$ cat config.mk
export PLATFORM = sky130hd
export DESIGN_NAME = register_file_reader
export DESIGN_NICKNAME = d
export VERILOG_FILES = /design/src/rtl/register_file_reader_pkg.sv /design/src/rtl/register_file_reader_reg_read_port.sv /design/src/rtl/register_file_reader.sv
export SDC_FILE = /design/constraint.sdc
export NUM_CORES = 1
export LEC_CHECK = 0
export BUFFER_PORTS_ARGS = -buffer_cell sky130_fd_sc_hd__buf_2
export CORE_MARGIN = 5
export CORE_UTILIZATION = 55
export CTS_BUF_LIST = sky130_fd_sc_hd__clkbuf_16
export CTS_CLUSTER_DIAMETER = 80
export DETAILED_ROUTE_END_ITERATION = 8
export GPL_ROUTABILITY_DRIVEN = 0
export PLACE_DENSITY = 0.75
export SETUP_SLACK_MARGIN = 0.02
export SLEW_MARGIN = 20
export SYNTH_ARGS = -nofsm -noshare
export SYNTH_HDL_FRONTEND = slang
export SYNTH_SLANG_ARGS = --single-unit
$ cat constraint.sdc
create_clock -name CLK -period 4.7 [get_ports CLK]
set_clock_uncertainty 0.05 [all_clocks]
set_input_delay 0.94 -clock CLK [delete_from_list [all_inputs] [get_ports CLK]]
set_output_delay 0.94 -clock CLK [all_outputs]
set_load 0.005 [all_outputs]
$ cat src/rtl/register_file_reader_pkg.sv
// -----------------------------------------------------------------------------
// register_file_reader_pkg
//   Shared definitions for the general-purpose register file and the stages
//   that talk to it (decode supplies source register numbers, write-back
//   supplies the destination register number and data).
//
//   Contents:
//     DATA_WIDTH / ADDR_WIDTH : default register width and register-number width
//     NUM_REGS                : number of architectural registers
//     ZERO_REG                : register number hardwired to zero
//     SP_INDEX / SP_INIT      : stack pointer register number and reset value
//     reg_num_t               : register-number type for decode / write-back
//     is_zero_reg()           : helper used by decode / write-back logic
// -----------------------------------------------------------------------------
package register_file_reader_pkg;

    localparam int DATA_WIDTH = 16;
    localparam int ADDR_WIDTH = 4;
    localparam int NUM_REGS   = 1 << ADDR_WIDTH;

    localparam int ZERO_REG   = 0;
    localparam int SP_INDEX   = 2;
    localparam logic [DATA_WIDTH-1:0] SP_INIT = 16'hFFFE;

    typedef logic [ADDR_WIDTH-1:0] reg_num_t;

    function automatic logic is_zero_reg(input reg_num_t reg_num);
        return reg_num == reg_num_t'(ZERO_REG);
    endfunction

endpackage : register_file_reader_pkg

$ cat src/rtl/register_file_reader_reg_read_port.sv
// -----------------------------------------------------------------------------
// reg_read_port
//   One registered read port of the register file: an operand latch fed by a
//   zero / write-forward / stored-value mux. The top instantiates it twice.
//
//   Ports:
//     CLK        in   clock, capture on rising edge
//     reset      in   asynchronous active-low reset, clears the latch
//     read_en    in   capture enable; latch holds when low
//     rs_addr    in   source register number for this port
//     reg_write  in   write-port enable (for same-edge forwarding)
//     rd_addr    in   write-port register number
//     rd_data    in   write-port data
//     reg_value  in   current stored value of register rs_addr
//     rs_data    out  latched read result
// -----------------------------------------------------------------------------
module reg_read_port
    import register_file_reader_pkg::*;
#(
    parameter int DATA_WIDTH = register_file_reader_pkg::DATA_WIDTH,
    parameter int ADDR_WIDTH = register_file_reader_pkg::ADDR_WIDTH
) (
    input  logic                  CLK,
    input  logic                  reset,
    input  logic                  read_en,
    input  logic [ADDR_WIDTH-1:0] rs_addr,
    input  logic                  reg_write,
    input  logic [ADDR_WIDTH-1:0] rd_addr,
    input  logic [DATA_WIDTH-1:0] rd_data,
    input  logic [DATA_WIDTH-1:0] reg_value,
    output logic [DATA_WIDTH-1:0] rs_data
);

    logic [DATA_WIDTH-1:0] data_d;
    logic [DATA_WIDTH-1:0] data_q;

    // Zero register beats forwarding: a write aimed at r0 must never leak out
    // through the forward path even though the storage ignores it.
    always_comb begin
        data_d = data_q;
        if (read_en) begin
            if (rs_addr == ADDR_WIDTH'(ZERO_REG)) begin
                data_d = '0;
            end else if (reg_write && (rd_addr == rs_addr)) begin
                data_d = rd_data;
            end else begin
                data_d = reg_value;
            end
        end
    end

    always_ff @(posedge CLK or negedge reset) begin
        if (!reset) begin
            data_q <= '0;
        end else begin
            data_q <= data_d;
        end
    end

    assign rs_data = data_q;

endmodule : reg_read_port

$ cat src/rtl/register_file_reader.sv
// -----------------------------------------------------------------------------
// register_file_reader
//   General-purpose register file with one write port and two registered read
//   ports (the ALU A/B operand latches). Writes and captures happen on the same
//   rising edge; a same-edge write to a register being read is forwarded into
//   the read latch. Register 0 reads as zero and ignores writes. The stack
//   pointer register comes out of reset holding SP_INIT.
//
//   Ports:
//     CLK         in   system clock, all state updates on rising edge
//     reset       in   asynchronous active-low reset
//     reg_write   in   write enable
//     rd_addr     in   destination register number
//     rd_data     in   write data
//     read_en     in   capture enable for both read latches
//     rs1_addr    in   source register 1 number
//     rs2_addr    in   source register 2 number
//     rs1_data    out  registered read result, port 1
//     rs2_data    out  registered read result, port 2
//     read_valid  out  one-cycle-delayed copy of read_en
// -----------------------------------------------------------------------------
module register_file_reader
    import register_file_reader_pkg::*;
#(
    parameter int                       DATA_WIDTH = register_file_reader_pkg::DATA_WIDTH,
    parameter int                       ADDR_WIDTH = register_file_reader_pkg::ADDR_WIDTH,
    parameter int                       SP_INDEX   = register_file_reader_pkg::SP_INDEX,
    parameter logic [DATA_WIDTH-1:0]    SP_INIT    = register_file_reader_pkg::SP_INIT
) (
    input  logic                  CLK,
    input  logic                  reset,
    input  logic                  reg_write,
    input  logic [ADDR_WIDTH-1:0] rd_addr,
    input  logic [DATA_WIDTH-1:0] rd_data,
    input  logic                  read_en,
    input  logic [ADDR_WIDTH-1:0] rs1_addr,
    input  logic [ADDR_WIDTH-1:0] rs2_addr,
    output logic [DATA_WIDTH-1:0] rs1_data,
    output logic [DATA_WIDTH-1:0] rs2_data,
    output logic                  read_valid
);

    localparam int REG_COUNT = 1 << ADDR_WIDTH;

    // Stored value of every register, indexed by register number.
    logic [DATA_WIDTH-1:0] reg_value [REG_COUNT];

    // Each register is its own flop group so its reset value can differ
    // (the stack pointer) and register 0 needs no storage at all.
    for (genvar g = 0; g < REG_COUNT; g++) begin : g_regs
        if (g == ZERO_REG) begin : g_zero
            assign reg_value[g] = '0;
        end else begin : g_store
            localparam logic [DATA_WIDTH-1:0] RESET_VALUE =
                (g == SP_INDEX) ? SP_INIT : '0;

            logic [DATA_WIDTH-1:0] value_d;
            logic [DATA_WIDTH-1:0] value_q;

            always_comb begin
                value_d = value_q;
                if (reg_write && (rd_addr == ADDR_WIDTH'(g))) begin
                    value_d = rd_data;
                end
            end

            always_ff @(posedge CLK or negedge reset) begin
                if (!reset) begin
                    value_q <= RESET_VALUE;
                end else begin
                    value_q <= value_d;
                end
            end

            assign reg_value[g] = value_q;
        end
    end

    reg_read_port #(
        .DATA_WIDTH (DATA_WIDTH),
        .ADDR_WIDTH (ADDR_WIDTH)
    ) u_port_a (
        .CLK       (CLK),
        .reset     (reset),
        .read_en   (read_en),
        .rs_addr   (rs1_addr),
        .reg_write (reg_write),
        .rd_addr   (rd_addr),
        .rd_data   (rd_data),
        .reg_value (reg_value[rs1_addr]),
        .rs_data   (rs1_data)
    );

    reg_read_port #(
        .DATA_WIDTH (DATA_WIDTH),
        .ADDR_WIDTH (ADDR_WIDTH)
    ) u_port_b (
        .CLK       (CLK),
        .reset     (reset),
        .read_en   (read_en),
        .rs_addr   (rs2_addr),
        .reg_write (reg_write),
        .rd_addr   (rd_addr),
        .rd_data   (rd_data),
        .reg_value (reg_value[rs2_addr]),
        .rs_data   (rs2_data)
    );

    logic read_valid_d;
    logic read_valid_q;

    always_comb begin
        read_valid_d = read_en;
    end

    always_ff @(posedge CLK or negedge reset) begin
        if (!reset) begin
            read_valid_q <= 1'b0;
        end else begin
            read_valid_q <= read_valid_d;
        end
    end

    assign read_valid = read_valid_q;

endmodule : register_file_reader

---- Word-level counts from Yosys, hierarchy flattened ----
Cells that the tools add are included.
operators by class
  reduce and logical (&&, ||, !) cells .... 19
  muxes and demuxes ....................... 10
  eq/ne operators ......................... 17
  bitwise logic cells ..................... 2
  magnitude comparators ................... 2
operator list
  operator              number
  $bmux W16 S4          2
  $mux W16              8
  $eq A4 B4 Y1 const B  8
  $logic_and A1 B1 Y1   17
  $eq A4 B3 Y1 const B  4
  $ge A5 B5 Y1 const B  2
  $not A4 Y5            2
  $eq A4 B2 Y1 const B  2
  $eq A4 B4 Y1          2
  $logic_not A4 Y1      2
  $eq A4 B1 Y1 const B  1
storage, ports and cells
  output and inout bits ................... 33
  register bits after elaboration ......... 273
  input bits .............................. 32

---- Depth between registers and ports, before layout ----
Gate-level depths: netlist of run 1.
  depth after elaboration ................. 6
  depth in mapped cells ................... 7
  depth with buffers taken out ............ 4

---- Modules after synthesis ----
A second synthesis of run 1 with hierarchy kept.
second synthesis, totals
  cells, all modules ...................... 1059
  area, all modules ....................... 14955.6 um2
by module, submodules not included
  module                area an instance (um2)  times used  cells each
  register_file_reader  13036.3                 1           865
  reg_read_port         959.7                   2           97

---- Worst setup path before layout of run 1 ----
Ideal clock, no wire load.
  path type ............................... input port to flip-flop
  from .................................... input rs2_addr[0]
  to ...................................... register u_port_b.data_q[10] (netlist: u_port_b.rs_data[10])
  setup slack ............................. 2.035 ns
  cell stages on the path ................. 6
  arrival ................................. 2.489 ns
  required time ........................... 4.524 ns
  setup time .............................. 0.126 ns
  path through ............................ buf_2 buf_2 mux4_2 nor2b_1 o32ai_1 a221o_1
on the way
  cells in the longest elaborated chain, start to end .. 6
  elaborated cells between the ends (all ways) .. 9
ends and longest elaborated chain
  element                                      line                                      text
  start, declared                              register_file_reader.sv:37                input logic [ADDR_WIDTH-1:0] rs2_addr,
  $not A4 Y5 (not written as such)             register_file_reader.sv:105               .reg_value (reg_value[rs2_addr]),
  $bmux W16 S4                                 register_file_reader.sv:105
  $mux W16 (not written as such) (2 in a row)  register_file_reader.sv:105
  $mux W16                                     register_file_reader_reg_read_port.sv:44  end else if (reg_write && (rd_addr == rs_addr)) begin
  $mux W16 *                                   register_file_reader_reg_read_port.sv:42  if (rs_addr == ADDR_WIDTH'(ZERO_REG)) begin
  end signal, assigned                         register_file_reader_reg_read_port.sv:56  data_q <= data_d;
  end, declared                                register_file_reader_reg_read_port.sv:35  logic [DATA_WIDTH-1:0] data_q;
Every way passes the cells marked *; elsewhere a longest branch is shown, timed or not. The select of a mux whose other input is x is not followed.
A chain may end at the register's enable or synchronous reset.

---- Worst setup path in the final report of run 1 ----
  from .................................... input rs2_addr[2]
  to ...................................... register u_port_b.data_q[14] (netlist: u_port_b.rs_data[14])
The elaborated chain is that of the path after synthesis.

==> flow_results.org, run 1 <==
** STA
- Once routing completed, OpenROAD measured the worst setup slack at around 1.8 ns.
- RSZ-0062 raised after global routing :: no
- For the pin with the worst max-slew slack, the measured transition is roughly 1.1 ns.
- Fin Hold WS :: 0.456 ns
- Final Setup Violations :: 0
- Fin Setup TNS :: 0 ns
- Counting I/O delays and the setup requirement, the final critical path takes 2.91 ns.
- Final-report hold violation count :: 0
- Dividing the final minimum period by the clock period gives 0.619.
- The max-slew violation count was 0.
- Measured against its own limit, the worst slew margin works out to 0.269.
- Based on the critical path, the design can be clocked at up to approximately 0.34 GHz.

** Synthesis
- Top cell type's share of synthesized area :: 0.444
- For this run, the leading register cell type out of synthesis is sky130_fd_sc_hd__dfrtp_1.
- The netlist uses 35 different library cells.
- By count the netlist is led by 304 x sky130_fd_sc_hd__mux2_2, 258 x sky130_fd_sc_hd__dfrtp_1, 68 x sky130_fd_sc_hd__nor2b_1.
- Counting flops with an async set or reset pin after synthesis yields a share of 1.00.
- Post-synthesis instance area :: around 15000 µm²
- Counting flops with a built-in enable in the synthesized netlist gives 0.
- The share of the Yosys chip area taken by registers is 0.471.
- Net count of the mapped netlist :: approximately 1000
- After synthesis the netlist holds a flip-flop and latch count of 273.
- In the synthesized netlist, the number of instances is 1014.
- In the post-synthesis netlist, the cell with the most instances is sky130_fd_sc_hd__mux2_2.
- The average instance in the mapped netlist occupies roughly 14 µm².
- By area the synthesized netlist is led by sky130_fd_sc_hd__dfrtp_1 44%, sky130_fd_sc_hd__mux2_2 24%, sky130_fd_sc_hd__mux4_2 8.5%.
- Yosys printed 0 warnings.
- Biggest area consumer among synthesized cells :: sky130_fd_sc_hd__dfrtp_1

** GRT
- Global-route wire length before repair :: 62600 µm
- For this run the aggregate overflow at the end of global routing stands at 0.
- The number of antenna violations at the first check in global routing came to 0.
- GR Util All Layers :: 0.267
- Entering global routing, the biggest net connects 124 pins.
- Via count of the first global-routing pass :: 10061

** Clock tree
- Number of gates given a new drive strength after cts :: 0
- CTS clock-pin slew for the worst setup and hold paths :: 0.06 ns
- Hold buffers post-CTS :: 0
- In this run the post-CTS setup repair buffer count came out at 0.
- Level count of the clock H-tree :: 1
- In this run the deepest clock path goes through 3 buffers.
- Root buffer cell :: sky130_fd_sc_hd__clkbuf_16
- Clock tree synthesis found a total of 273 sinks.
- TritonCTS built the clock tree.
- Number of clock buffers inserted by TritonCTS :: 29
- Clock latency on the worst-skew pair, taken at its later pin, is 0.54 ns.

** Floorplan
- The region available for standard cell placement spans 26100 µm².
- Number of standard-cell rows in the floorplan :: 59
- Vertical extent of the die :: 173 µm
- For this configuration, the core starts out at a cell density of 0.558.
- Measured along the x axis, the die boundary spans roughly 170 µm.
- # IOs :: 65
- Die area :: 29800 µm²

** Routing
- The routed layout has 9689 vias.
- Total length of routed met2 wires :: between 15000 and 20000 µm
- Remaining antenna violation count :: 0
- For this block, wires on met1 add up to roughly 16000 µm.
- After detailed routing, the number of vias per cell comes to slightly below 7.
- Number of design rule violations left after detail routing :: 0
- The first detailed-routing pass ran for 5 iterations.
- The routed design uses between 3000 and 4000 µm of met3 wire.
- Detailed-route wire length per cell :: 28.9 µm
- For this block, the routed nets add up to a little over 40000 µm of wire.
- The detailed router used layers up to and including met4.
- The first routing iteration left 978 violations.

** Critical path
- For the worst setup path, the data arrival time is approximately 3.3 ns.
- The worst setup path is of the input pin to flip-flop kind.
- The worst setup path is captured at a flip-flop.
- Cell breakdown of the critical path :: buf_2, xnor2_1, nand3_1, nor3_2, buf_4, a221o_1
- For this design, the slowest cell found on the critical path is sky130_fd_sc_hd__buf_2.
- Critical register-to-register path startpoint :: g_regs[13].g_store.value_q[15]$_DFFE_PN0P_
- For this run, the slowest stage of the critical path takes just under 0.8 ns.
- Required time of the worst setup path :: 5.13 ns
- Launch point of the worst path :: rs2_addr[2]
- Critical path peak fanout :: 43
- Counting both buffers and inverters, the worst setup path holds a total of 2.
- The cell family contributing the most delay on the critical path is buffers and inverters.
- STA classifies the critical path startpoint as an input pin.

** Layout
- P&R area growth vs syn :: 9.98%
- Leaving out filler cells and counting taps, the final layout contains 1400.
- In the final layout, the multi-input gates occupy 7240 µm².
- Measured on the finished design, the core utilization comes to 0.614.
- Fill cell count :: about 2000
- Area taken by flip-flops and latches :: 6850 µm²
- The number of antenna diodes in the final layout is 0.
- In the final layout, the share of cells above drive strength 1 is 0.499.
- Net count reported at finish :: 1075

** Power
- Power per cell area :: 434 nW/µm²
- IR analysis of the VDD net gives a maximum drop of 0.371 mV.
- In this run the static leakage power is 6.74 nW.

** Placed design
- Including well taps, the total number of placed cells is 1347.
- Port buffering added 64 buffers.
- Detail Placement HPWL :: ~24000 µm
- Worst setup timing slack at the placement stage :: 1.34 ns

** Outcome
- Outcome :: complete, no violations

** Min path
- Path type of the worst min-delay path :: input pin to async pin

** Run
- Max-cap violations in this run came to 0.
## registers in the layout, indices dropped and copies added, names as in the netlist
name	count
u_port_a.rs_data	16
u_port_b.rs_data	16
read_valid	1
g_regs.g_store.value_q	240
## power by group
part           leakage (nW)  switching [mW]  total [mW]  internal (mW)
Combinational          2.94           0.596        1.54          0.948
Clock                 0.462           0.929        2.10           1.17
Sequential             3.34           0.399        3.31           2.91
## worst paths after layout
kind,endpoint,slack (ns),cells past startpoint
setup / recovery,u_port_b.rs_data[14]$_DFFE_PN0P_,1.79,6
hold / removal,g_regs[14].g_store.value_q[15]$_DFFE_PN0P_,0.46,1
setup reg to reg,u_port_a.rs_data[15]$_DFFE_PN0P_,2.91,4
hold reg to reg,g_regs[7].g_store.value_q[11]$_DFFE_PN0P_,0.47,1
max in group asynchronous,g_regs[2].g_store.value_q[6]$_DFFE_PN1P_,3.08,2
min in group CLK,g_regs[7].g_store.value_q[11]$_DFFE_PN0P_,0.47,1
## through the flow
stage	area (µm²)	power, mW
after floorplan	14600	4.38
after global placement	15100	4.79
after detailed placement	15100	4.87
after CTS	16000	6.97
after global routing	16000	7.26
final	16000	6.95
## cell usage in the layout, fill, tap and decap left out, types with 3 or more instances in the layout
cell type / n
sky130_fd_sc_hd__a221o_1: 32
sky130_fd_sc_hd__a221oi_1: 32
sky130_fd_sc_hd__a22oi_1: 14
sky130_fd_sc_hd__buf_2: 62
sky130_fd_sc_hd__buf_4: 36
sky130_fd_sc_hd__clkbuf_16: 29
sky130_fd_sc_hd__clkinv_1: 6
sky130_fd_sc_hd__clkinv_2: 7
sky130_fd_sc_hd__dfrtp_1: 258
sky130_fd_sc_hd__dfstp_2: 15
sky130_fd_sc_hd__inv_1: 9
sky130_fd_sc_hd__mux2_2: 304
sky130_fd_sc_hd__mux4_1: 25
sky130_fd_sc_hd__mux4_2: 55
sky130_fd_sc_hd__nand2_1: 3
sky130_fd_sc_hd__nand2b_1: 5
sky130_fd_sc_hd__nor2_1: 16
sky130_fd_sc_hd__nor2_2: 9
sky130_fd_sc_hd__nor2b_1: 66
sky130_fd_sc_hd__o221ai_1: 16
sky130_fd_sc_hd__o31ai_1: 16
sky130_fd_sc_hd__o32ai_1: 16
sky130_fd_sc_hd__xnor2_1: 5
sky130_fd_sc_hd__xor2_1: 3
## worst reg2reg max path, stage by stage, from the launching register on
cell,delay (ns)
sky130_fd_sc_hd__dfrtp_1,0.39
sky130_fd_sc_hd__mux4_1,0.52
sky130_fd_sc_hd__a22oi_1,0.27
sky130_fd_sc_hd__o31ai_1,0.11
sky130_fd_sc_hd__a221o_1,0.32
## metal layers
metal / vias to the layer above / GRT usage
met4: 0 / 0.0917
met5: - / 0
met2: 447 / 0.433
met3: 100 / 0.0524
li1: 4040 / -
met1: 5102 / 0.365
## logic make-up (layout without fill, tap and decap cells)
family | Yosys count | in the layout | synth area share
DFF | 273 | 273 | 0.471
AOI/OAI and AO/OA | 132 | 132 | 0.0800
muxes | 384 | 384 | 0.365
xor gates and xnor gates | 8 | 8 | 0.00481
and+or+nand+nor | 114 | 114 | 0.0445
buffers and inverters | 103 | 154 | 0.0345
## area by class of cell
cell class / count / area share
Clock inverter: 24 / 0.00829
Tap cell: 335 / 0.0262
Sequential cell: 273 / 0.428
Clock buffer: 29 / 0.0453
Multi-Input combinational cell: 638 / 0.452
Timing Repair Buffer: 101 / 0.0397
No activity file was read; power rests on OpenSTA's default activity.
==> run 2: changes to the inputs <==
--- a/config.mk
+++ b/config.mk
@@ -5,6 +5,7 @@
 export SDC_FILE = /design/constraint.sdc
 export NUM_CORES = 1
 export LEC_CHECK = 0
+export ABC_AREA = 1
 export BUFFER_PORTS_ARGS = -buffer_cell sky130_fd_sc_hd__buf_2
 export CORE_MARGIN = 5
 export CORE_UTILIZATION = 55
@@ -12,7 +13,7 @@
 export CTS_CLUSTER_DIAMETER = 80
 export DETAILED_ROUTE_END_ITERATION = 8
 export GPL_ROUTABILITY_DRIVEN = 0
-export PLACE_DENSITY = 0.75
+export PLACE_DENSITY = 0.78
 export SETUP_SLACK_MARGIN = 0.02
 export SLEW_MARGIN = 20
 export SYNTH_ARGS = -nofsm -noshare
==> constraint.sdc (replaced) <==
create_clock -name CLK -period 2.5 [get_ports CLK]
set_clock_uncertainty 0.05 [all_clocks]
set_input_delay 0.5 -clock CLK [delete_from_list [all_inputs] [get_ports CLK]]
set_output_delay 0.5 -clock CLK [all_outputs]
set_load 0.005 [all_outputs]
==> run 2 against run 1 <==
Against the previous run: first-iteration DRC count grew 130%; clock-buffer cell count rose by 1; die area increased by 5.9%; synthesized cell count grew 130%; worst hold slack lost 0.36 ns; flip-flop and latch count stayed put; core utilization up 0.35 points; area after synthesis increased by 6.3%; cell area up 7.2%; critical endpoint is now rs2_data[7].
==> flow_results.org, run 2 <==
** Outcome
- Outcome :: complete, no violations (unchanged)

** Power
- The maximum vdd ir drop came to 0.625 mV (was 0.371 mV).
- Part of the power in the clock network :: 0.308 (was 0.302)
- Internal portion of total power :: 8.61 mW (was 5.03 mW)
- The leakage power was 9.06 nW (was 6.74 nW).
- Power per cell area :: 761 nW/µm² (was 434 nW/µm²)
- The sequential fraction of design power came to 0.461 (was 0.476).
- Combinational power share :: 0.230 (was 0.222)
- Switching power :: 4.45 mW (was 1.92 mW)
- The proportion of total power due to net switching came to 0.341 (was 0.277).

** Synthesis
- Cell count after synthesis :: 2322 (was 1014)
- EDFF count, synth :: 0 (unchanged)
- Top cell type's share of synthesized area :: 0.417 (was 0.444)
- Post-synthesis instance area :: 15500 µm² (was 14600 µm²)
- The synthesized net count is 2354 (was 1046).
- The most repeated cell in the gate-level netlist after synthesis is sky130_fd_sc_hd__nand2_1 (was sky130_fd_sc_hd__mux2_2).
- The most instantiated flip-flop cell in the synthesis netlist was sky130_fd_sc_hd__dfrtp_1 (unchanged).
- Number of warnings issued by yosys :: 0 (unchanged)
- The number of distinct library cells after synthesis was 20 (was 35).
- Sequential cell area fraction in the yosys report :: 0.443 (was 0.471)
- The register bit count reported by yosys is 273 (unchanged).
- Commonest cells in the netlist: 954 x sky130_fd_sc_hd__nand2_1, 258 x sky130_fd_sc_hd__dfrtp_1, 255 x sky130_fd_sc_hd__nand3_1 (was 304 x sky130_fd_sc_hd__mux2_2, 258 x sky130_fd_sc_hd__dfrtp_1, 68 x sky130_fd_sc_hd__nor2b_1).
- The top cell type by total area after synthesis is sky130_fd_sc_hd__dfrtp_1 (unchanged).
- Biggest area contributors in the synthesized netlist: sky130_fd_sc_hd__dfrtp_1 42%, sky130_fd_sc_hd__nand2_1 23%, sky130_fd_sc_hd__nand3_1 8.2% (was sky130_fd_sc_hd__dfrtp_1 44%, sky130_fd_sc_hd__mux2_2 24%, sky130_fd_sc_hd__mux4_2 8.5%).
- Mean instance size in the synthesized netlist :: 6.66 µm² (was 14.4 µm²)
- Share of synthesized flip-flops with an asynchronous set or reset :: 1.00 (unchanged)

** Clock tree
- Number of clock sinks seen by CTS :: 273 (unchanged)
- Clock tree from TritonCTS :: built (unchanged)
- The clock latency at the later pin of the worst-skew pair was 0.58 ns (was 0.54 ns).
- The post-cts hold buffer count was 1 (was 0).
- Number of gates given a new drive strength after cts :: 0 (unchanged)
- The library cell used as clock root buffer is sky130_fd_sc_hd__clkbuf_16 (unchanged).
- Post-CTS setup buffer count :: 0 (unchanged)
- The buffer depth of the longest clock path is 3 (unchanged).
- Level count of the clock H-tree :: 1 (unchanged)
- The number of buffers inserted during clock tree synthesis came to 30 (was 29).
- CTS clock-pin slew for the worst setup and hold paths :: 0.06 ns (about the same)

** STA
- RSZ-0062 raised after global routing :: no (unchanged)
- Static timing analysis puts the maximum clock frequency at roughly 0.55 GHz.
- Share of the clock period used by the worst path :: 0.730
- The max-slew violation count is 0 (unchanged).
- Final Setup Violations :: 0 (unchanged)
- PnR worst setup slack :: 0.676 ns (was 1.79 ns)
- The hold violation total from the final report is 0 (unchanged).
- Counting I/O delays and the setup requirement, the final critical path takes 1.82 ns.
- Fin Setup TNS :: 0 ns (unchanged)
- The worst hold slack is 0.0956 ns (was 0.456 ns).
- The headroom to the max-slew limit was 0.547 (was 0.269).
- Actual slew at the worst max-slew pin :: 0.679 ns (was 1.10 ns)

** GRT
- Largest net degree at the start of global routing :: 76 (was 124)
- The overall routing resource usage is 0.342 (was 0.267).
- The met3 capacity usage during global routing is 0.0744 (was 0.0524).
- The remaining global-route overflow was 0 (unchanged).
- The global routing met1 resource utilization came to 0.454 (was 0.365).
- Busiest layer in global routing :: met2 (unchanged)
- Fraction of met2 tracks used by global routing :: 0.509 (was 0.433)
- Via count of the first global-routing pass :: 15359 (was 10061)
- The global-route wire length before repair is 84900 µm (was 62600 µm).
- Antenna violations before repair :: 2 (was 0)

** Layout
- The flip-flop count of the largest register after layout was 240 (unchanged).
- Most used cells in the layout excluding fill and tap cells: 954 x sky130_fd_sc_hd__nand2_1, 258 x sky130_fd_sc_hd__dfrtp_1, 255 x sky130_fd_sc_hd__nand3_1, 201 x sky130_fd_sc_hd__o21ai_0, 199 x sky130_fd_sc_hd__inv_1 (was 304 x sky130_fd_sc_hd__mux2_2, 258 x sky130_fd_sc_hd__dfrtp_1, 66 x sky130_fd_sc_hd__nor2b_1, 62 x sky130_fd_sc_hd__buf_2, 55 x sky130_fd_sc_hd__mux4_2).
- The final design utilization came to 0.618 (was 0.614).
- The final net count is 2358 (was 1075).
- Commonest non-fill, non-tap cell in the layout :: sky130_fd_sc_hd__nand2_1 (was sky130_fd_sc_hd__mux2_2)
- The largest register by flop count was g_regs.g_store.value_q (unchanged).
- P&R area growth vs syn :: 10.9% (was 9.98%)
- The count of filler cells inserted in the layout is 2528 (was 1961).
- Layout cell share with drive strength beyond 1 :: 0.0864 (was 0.499)

** Critical path
- Slowest CP cell :: sky130_fd_sc_hd__dfrtp_1 (was sky130_fd_sc_hd__buf_2)
- Required time of the worst setup path :: 1.95 ns (was 5.13 ns)
- Cell breakdown of the critical path: buf_2 (was buf_2, xnor2_1, nand3_1, nor3_2, buf_4, a221o_1).
- Top cell family by delay on the critical path :: flip-flops (was buffers and inverters)
- Critical path peak fanout :: 2 (was 43)
- Crit path capture type :: output port (was flip-flop)
- The data arrival time of the worst path came to 1.27 ns (was 3.34 ns).
- The startpoint type of the worst setup path is a flip-flop (was input pin).
- The peak per-stage delay on the critical path came to 0.50 ns (was 0.79 ns).
- Path type of the worst setup path :: flip-flop to output port (was input pin to flip-flop)
- The number of buffer and inverter stages on the critical path came to 1 (was 2).

** Routing
- The average wire length per cell after detail routing was 19.7 µm (was 28.9 µm).
- The DRC marker count from the first detailed-route iteration was 2270 (was 978).
- The remaining routing DRC violations is 0 (unchanged).
- The post-detailed-route via-to-cell ratio came to 5.92 (was 6.92).
- Remaining antenna violation count :: 0 (unchanged)
- The via count of the routed design was 16183 (was 9689).
- Number of optimization iterations in the first detailed-route pass :: 7 (was 5)
- The total wire length came to 53800 µm (was 40500 µm).

** Floorplan
- # IOs :: 65 (unchanged)
- Vertical extent of the die :: 178 µm (was 173 µm)
- The overall die area was 31600 µm² (was 29800 µm²).
- The initial core utilization is 0.557 (was 0.558).
- Die Width :: 178 µm (was 173 µm)
- Standard cell core area :: 27800 µm² (was 26100 µm²)
- Number of standard-cell rows in the floorplan :: 61 (was 59)

** Placed design
- The sum of net half-perimeters after detailed placement is 34900 µm (was 24300 µm).
- The minimum setup slack after placement is 0.375 ns (was 1.34 ns).
- The number of I/O port buffers is 64 (unchanged).

** Min path
- Path type of the worst min-delay path :: input pin to flip-flop (was input pin to async pin)

** Run
- The number of max-cap violations came to 0 (unchanged).
[run 2: cell type report]
| cell class | instances | area [µm²] | share of cell area |
|---|---|---|---|
| Multi-Input combinational cell | 1691 | 7180 | 0.419 |
| Sequential cell | 273 | 6850 | 0.399 |
| Timing Repair Buffer | 132 | 1020 | 0.0596 |
| Clock buffer | 30 | 751 | 0.0437 |
| Inverter | 198 | 744 | 0.0434 |
| Tap cell | 378 | 473 | 0.0276 |
| Clock inverter | 26 | 124 | 0.00722 |
| Antenna cell | 4 | 10.0 | 0.000583 |
[run 2: kinds of logic (layout without fill, tap and decap cells)]
group	after synthesis	in the layout	share of synthesized area
AND/OR/NAND/NOR	1390	1390	0.363
buffers and inverters	358	386	0.0942
AO/OA/AOI/OAI	300	300	0.0998
flip-flops	273	273	0.443
XOR/XNOR	1	1	0.000566
other	0	4	0
[run 2: per-stage QoR]
stage	power (mW)	cells	area [µm²]
after floorplan	7.94	2322	15500
after global placement	8.88	2671	16300
after detailed placement	9.01	2671	16300
after CTS	13.0	2728	17200
after global routing	13.8	2731	17200
final	13.1	2732	17200
[run 2: worst reg2reg max path, cell delays in order, from the launching register on]
cell                      delay (ns)
sky130_fd_sc_hd__dfstp_2        0.53
sky130_fd_sc_hd__inv_1          0.05
sky130_fd_sc_hd__nand2_1        0.06
sky130_fd_sc_hd__nand3_1        0.06
sky130_fd_sc_hd__nand2_1        0.09
sky130_fd_sc_hd__nand3_1        0.22
sky130_fd_sc_hd__nand3_1        0.21
sky130_fd_sc_hd__nand2_1        0.10
sky130_fd_sc_hd__nand2_1        0.08
[run 2: power by group through the flow]
| stage | Sequential, mW | Clock, mW | Combinational (mW) |
|---|---|---|---|
| 4_1_cts | 6.01 | 4.05 | 2.96 |
| 2_1_floorplan | 5.88 | 0 | 2.06 |
| 5_1_grt | 6.13 | 4.22 | 3.42 |
| 3_5_place_dp | 6.06 | 0 | 2.95 |
| 3_3_place_gp | 6.05 | 0 | 2.83 |
| 6_report | 6.03 | 4.03 | 3.01 |
[run 2: metal layers]
| metal | vias up | routed length [µm] |
|---|---|---|
| li1 | 7300 | - |
| met1 | 7481 | 20200 |
| met2 | 1107 | 22900 |
| met3 | 295 | 6620 |
| met4 | 0 | 4020 |
| met5 | - | 0 |
[run 2: path summary, 6_finish.rpt]
kind / startpoint / to / slack, ns / cells after the start
max in group asynchronous: reset / read_valid$_DFF_PN0_ / 1.20 / 3
hold / removal: read_en / read_valid$_DFF_PN0_ / 0.1 / 1
setup reg to reg: g_regs[2].g_store.value_q[7]$_DFFE_PN1P_ / u_port_a.rs_data[7]$_DFFE_PN0P_ / 1.00 / 8
hold reg to reg: g_regs[2].g_store.value_q[13]$_DFFE_PN1P_ / g_regs[2].g_store.value_q[13]$_DFFE_PN1P_ / 0.42 / 2
min in group asynchronous: reset / g_regs[14].g_store.value_q[7]$_DFFE_PN0P_ / 0.38 / 2
setup / recovery: u_port_b.rs_data[7]$_DFFE_PN0P_ / rs2_data[7] / 0.68 / 1
==> run 3: changes to the inputs <==
--- a/config.mk
+++ b/config.mk
@@ -13,7 +13,7 @@
 export CTS_CLUSTER_DIAMETER = 80
 export DETAILED_ROUTE_END_ITERATION = 8
 export GPL_ROUTABILITY_DRIVEN = 0
-export PLACE_DENSITY = 0.78
+export PLACE_DENSITY = 0.75
 export SETUP_SLACK_MARGIN = 0.02
 export SLEW_MARGIN = 20
 export SYNTH_ARGS = -nofsm -noshare
==> constraint.sdc (replaced) <==
create_clock -name CLK -period 1.7 [get_ports CLK]
set_clock_uncertainty 0.05 [all_clocks]
set_input_delay 0.34 -clock CLK [delete_from_list [all_inputs] [get_ports CLK]]
set_output_delay 0.34 -clock CLK [all_outputs]
set_load 0.005 [all_outputs]
==> run 3 against run 2 <==
Against the previous run: die area unchanged; sequential power increased by 47%; first-iteration DRC count increased by 3.5%; sequential share of layout area decreased by 2.8 points; worst hold slack got worse by 0.071 ns; global-route usage increased by 1.1 points; cell area increased by 7.6%; critical path type unchanged; wire length increased by 2.6%; clock-buffer cell count increased by 1; worst setup slack got worse by 0.51 ns; clock power increased by 64%.
==> flow_results.org, run 3 (synthesis results as in run 2) <==
** Critical path
- The worst flop-to-flop path startpoint is g_regs[2].g_store.value_q[13]$_DFFE_PN1P_ (was g_regs[2].g_store.value_q[7]$_DFFE_PN1P_).
- The critical path capture point type is an output port (unchanged).
- Launch point of the worst path :: u_port_b.rs_data[7]$_DFFE_PN0P_ (unchanged)
- The number of buffer and inverter stages on the critical path was 1 (unchanged).
- The data arrival time of the worst path was 1.15 ns (was 1.27 ns).
- Critical path peak fanout :: 2 (unchanged)
- The cell depth of the worst flop-to-flop path is 8 (unchanged).
- The critical path required time is 1.31 ns (was 1.95 ns).
- The reg-to-reg critical path endpoint is u_port_a.rs_data[13]$_DFFE_PN0P_ (was u_port_a.rs_data[7]$_DFFE_PN0P_).
- Slowest CP cell :: sky130_fd_sc_hd__dfrtp_1 (unchanged)
- Path type of the worst setup path :: flip-flop to output port (unchanged)
- Largest incremental delay on the critical path :: 0.42 ns (was 0.50 ns)
- Register-to-register setup slack :: 0.18 ns (was 1.00 ns)
- The cell family with the largest share of critical-path delay is flip-flops (unchanged).
- Cell breakdown of the critical path :: buf_2 (unchanged)
- Kind of start point of the critical path :: flip-flop (unchanged)

** Routing
- Remaining antenna violation count :: 0 (unchanged)
- The total wire length came to 55200 µm (was 53800 µm).
- The routed length on met2 came to 24300 µm (was 22900 µm).
- Vias after detailed routing :: 16451 (was 16183)
- The top routing layer in use is met4 (unchanged).
- Number of design rule violations left after detail routing :: 0 (unchanged)
- Met3 WL post-DR :: 6180 µm (was 6620 µm)
- The number of iterations in the first detailed-routing pass was 9 (was 7).
- Detailed-route wire length per cell :: 19.5 µm (was 19.7 µm)
- The post-detailed-route via-to-cell ratio is 5.81 (was 5.92).
- The DRC marker count from the first detailed-route iteration was 2349 (was 2270).
- Wire length on met1 :: 20900 µm (was 20200 µm)

** STA
- The smallest clock period supported by the final layout is computed as 1.54 ns.
- Share of the clock period used by the worst path :: 0.904
- The hold violation total from the final report came to 0 (unchanged).
- Highest achievable clock rate :: 0.651 GHz
- The max-slew violation count came to 0 (unchanged).
- RSZ-0062 raised after global routing: no (unchanged).
- The final critical-path setup slack came to 0.163 ns (was 0.676 ns).
- The worst hold slack was 0.0246 ns (was 0.0956 ns).
- The number of endpoints failing setup at the final stage is 0 (unchanged).
- The headroom to the max-slew limit was 0.704 (was 0.547).
- The transition time of the tightest slew-check pin is 0.444 ns (was 0.679 ns).

** GRT
- The number of antenna violations at the first check in global routing is 0 (was 2).
- Via count of the first global-routing pass :: 16007 (was 15359)
- GRT overflow :: 0 (unchanged)
- Global-route wire length before repair :: 87600 µm (was 84900 µm)
- The maximum number of pins on one net before global-route repair is 47 (was 76).
- GR Util All Layers :: 0.353 (was 0.342)

** Power
- The maximum vdd ir drop was 0.924 mV (was 0.625 mV).
- Leakage :: 9.74 nW (was 9.06 nW)
- The total design power was 20.2 mW (was 13.1 mW).
- The power per unit of standard cell area was 1100 nW/µm² (was 761 nW/µm²).

** Layout
- P&R area growth vs syn :: 19.3% (was 10.9%)
- Final core utilization :: 0.665 (was 0.618)
- # diodes :: 0 (was 4)
- The most common library cell in the layout ignoring fill and taps is sky130_fd_sc_hd__nand2_1 (unchanged).
- Fill cell count :: 2424 (was 2528)
- The largest register by flop count is g_regs.g_store.value_q (unchanged).
- The flip-flop count of the largest register after layout is 240 (unchanged).
- Cell area after layout :: 18500 µm² (was 17200 µm²)
- The share of cells above drive strength 1 came to 0.123 (was 0.0864).
- Most used cells in the layout excluding fill and tap cells :: 954 x sky130_fd_sc_hd__nand2_1, 258 x sky130_fd_sc_hd__dfrtp_1, 255 x sky130_fd_sc_hd__nand3_1, 201 x sky130_fd_sc_hd__o21ai_0, 195 x sky130_fd_sc_hd__inv_1 (was 954 x sky130_fd_sc_hd__nand2_1, 258 x sky130_fd_sc_hd__dfrtp_1, 255 x sky130_fd_sc_hd__nand3_1, 201 x sky130_fd_sc_hd__o21ai_0, 199 x sky130_fd_sc_hd__inv_1)
- The final net count came to 2462 (was 2358).

** Clock tree
- Root buffer cell :: sky130_fd_sc_hd__clkbuf_16 (unchanged)
- The number of buffers inserted to repair setup after CTS is 0 (unchanged).
- Worst skew pair latency :: 0.57 ns (was 0.58 ns)
- The number of buffers inserted during clock tree synthesis came to 30 (unchanged).
- The TritonCTS clock tree is built (unchanged).
- The buffer depth of the longest clock path is 3 (unchanged).
- Number of clock sinks seen by CTS :: 273 (unchanged)
- CTS clock-pin slew for the worst setup and hold paths :: 0.06 ns (about the same)
- The CTS H-tree depth came to 1 (unchanged).

** Placed design
- The standard cell area after detailed placement came to 17400 µm² (was 16300 µm²).
- The minimum setup slack after placement was -0.152 ns (was 0.375 ns).
- The sum of net half-perimeters after detailed placement was 37900 µm (was 34900 µm).
- Buffers on Ports :: 64 (unchanged)

** Min path
- The class of the most critical hold timing path is input pin to flip-flop (unchanged).
- Worst hold path depth :: 3 (was 1)
- The critical hold path startpoint is rd_data[4] (was read_en).
- The capture endpoint of the worst hold path is g_regs[9].g_store.value_q[4]$_DFFE_PN0P_ (was read_valid$_DFF_PN0_).

** Floorplan
- The I/O pin total is 65 (unchanged).
- Die area :: 31600 µm² (unchanged)
- The row count was 61 (unchanged).
- The width of the die is 178 µm (unchanged).
- Vertical extent of the die :: 178 µm (unchanged)
- Standard cell core area :: 27800 µm² (unchanged)
- Initial standard-cell utilization of the core :: 0.557 (unchanged)

** Outcome
- Outcome: complete, no violations (unchanged).

** Run
- The number of max-cap violations came to 0 (unchanged).
## run 3: cell types whose count changed in the layout (fill, tap and decap cells not counted), sizes merged, moves of 2 or more
cell	previous run	this run
buf	131	224
dlygate4sd3	1	12
bufinv	0	4
diode	4	0
inv	204	201
clkinv	20	18
## run 3: per-stage QoR
stage | TNS, ns | cells
after floorplan | 0 | 2322
after global placement | -0.917 | 2764
after detailed placement | -4.00 | 2764
after CTS | 0 | 2832
after global routing | 0 | 2832
final | 0 | 2832
## run 3: cell type report
cell class,count,area (µm²),share of cell area
sequential,273,6850,0.371
timing repair buffer,236,2220,0.120
inverter,198,744,0.0403
clock inverter,25,215,0.0117
clock buffer,31,776,0.0420
tap,378,473,0.0256
multi-input combinational,1691,7180,0.389
## run 3: where the power goes
part / internal (mW) / switching (mW) / total, mW
Sequential: 7.90 / 0.950 / 8.85
Clock: 3.89 / 2.72 / 6.61
Combinational: 1.81 / 2.96 / 4.77
Total: 13.6 / 6.63 / 20.2
## run 3: routing by layer
metal / vias up / GRT usage
li1: 7504 / -
met2: 1087 / 0.540
met5: - / 0
met3: 290 / 0.0797
met1: 7570 / 0.460
met4: 0 / 0.211
## run 3: how the worst max path moves through the flow
stage,depth (start not counted),to
after detailed placement,12,u_port_a.rs_data[13]$_DFFE_PN0P_
after CTS,1,rs2_data[6]
final,1,rs2_data[7]
after floorplan,8,u_port_a.rs_data[10]$_DFFE_PN0P_
after global placement,12,u_port_b.rs_data[13]$_DFFE_PN0P_
after global routing,1,rs2_data[7]
## run 3: timing repair
| action | CTS | global route |
|---|---|---|
| hold buffers | 12 | 0 |
| setup endpoints to repair | 0 | 0 |
| resized for setup | 0 | 0 |
| hold endpoints to repair | 77 | 0 |
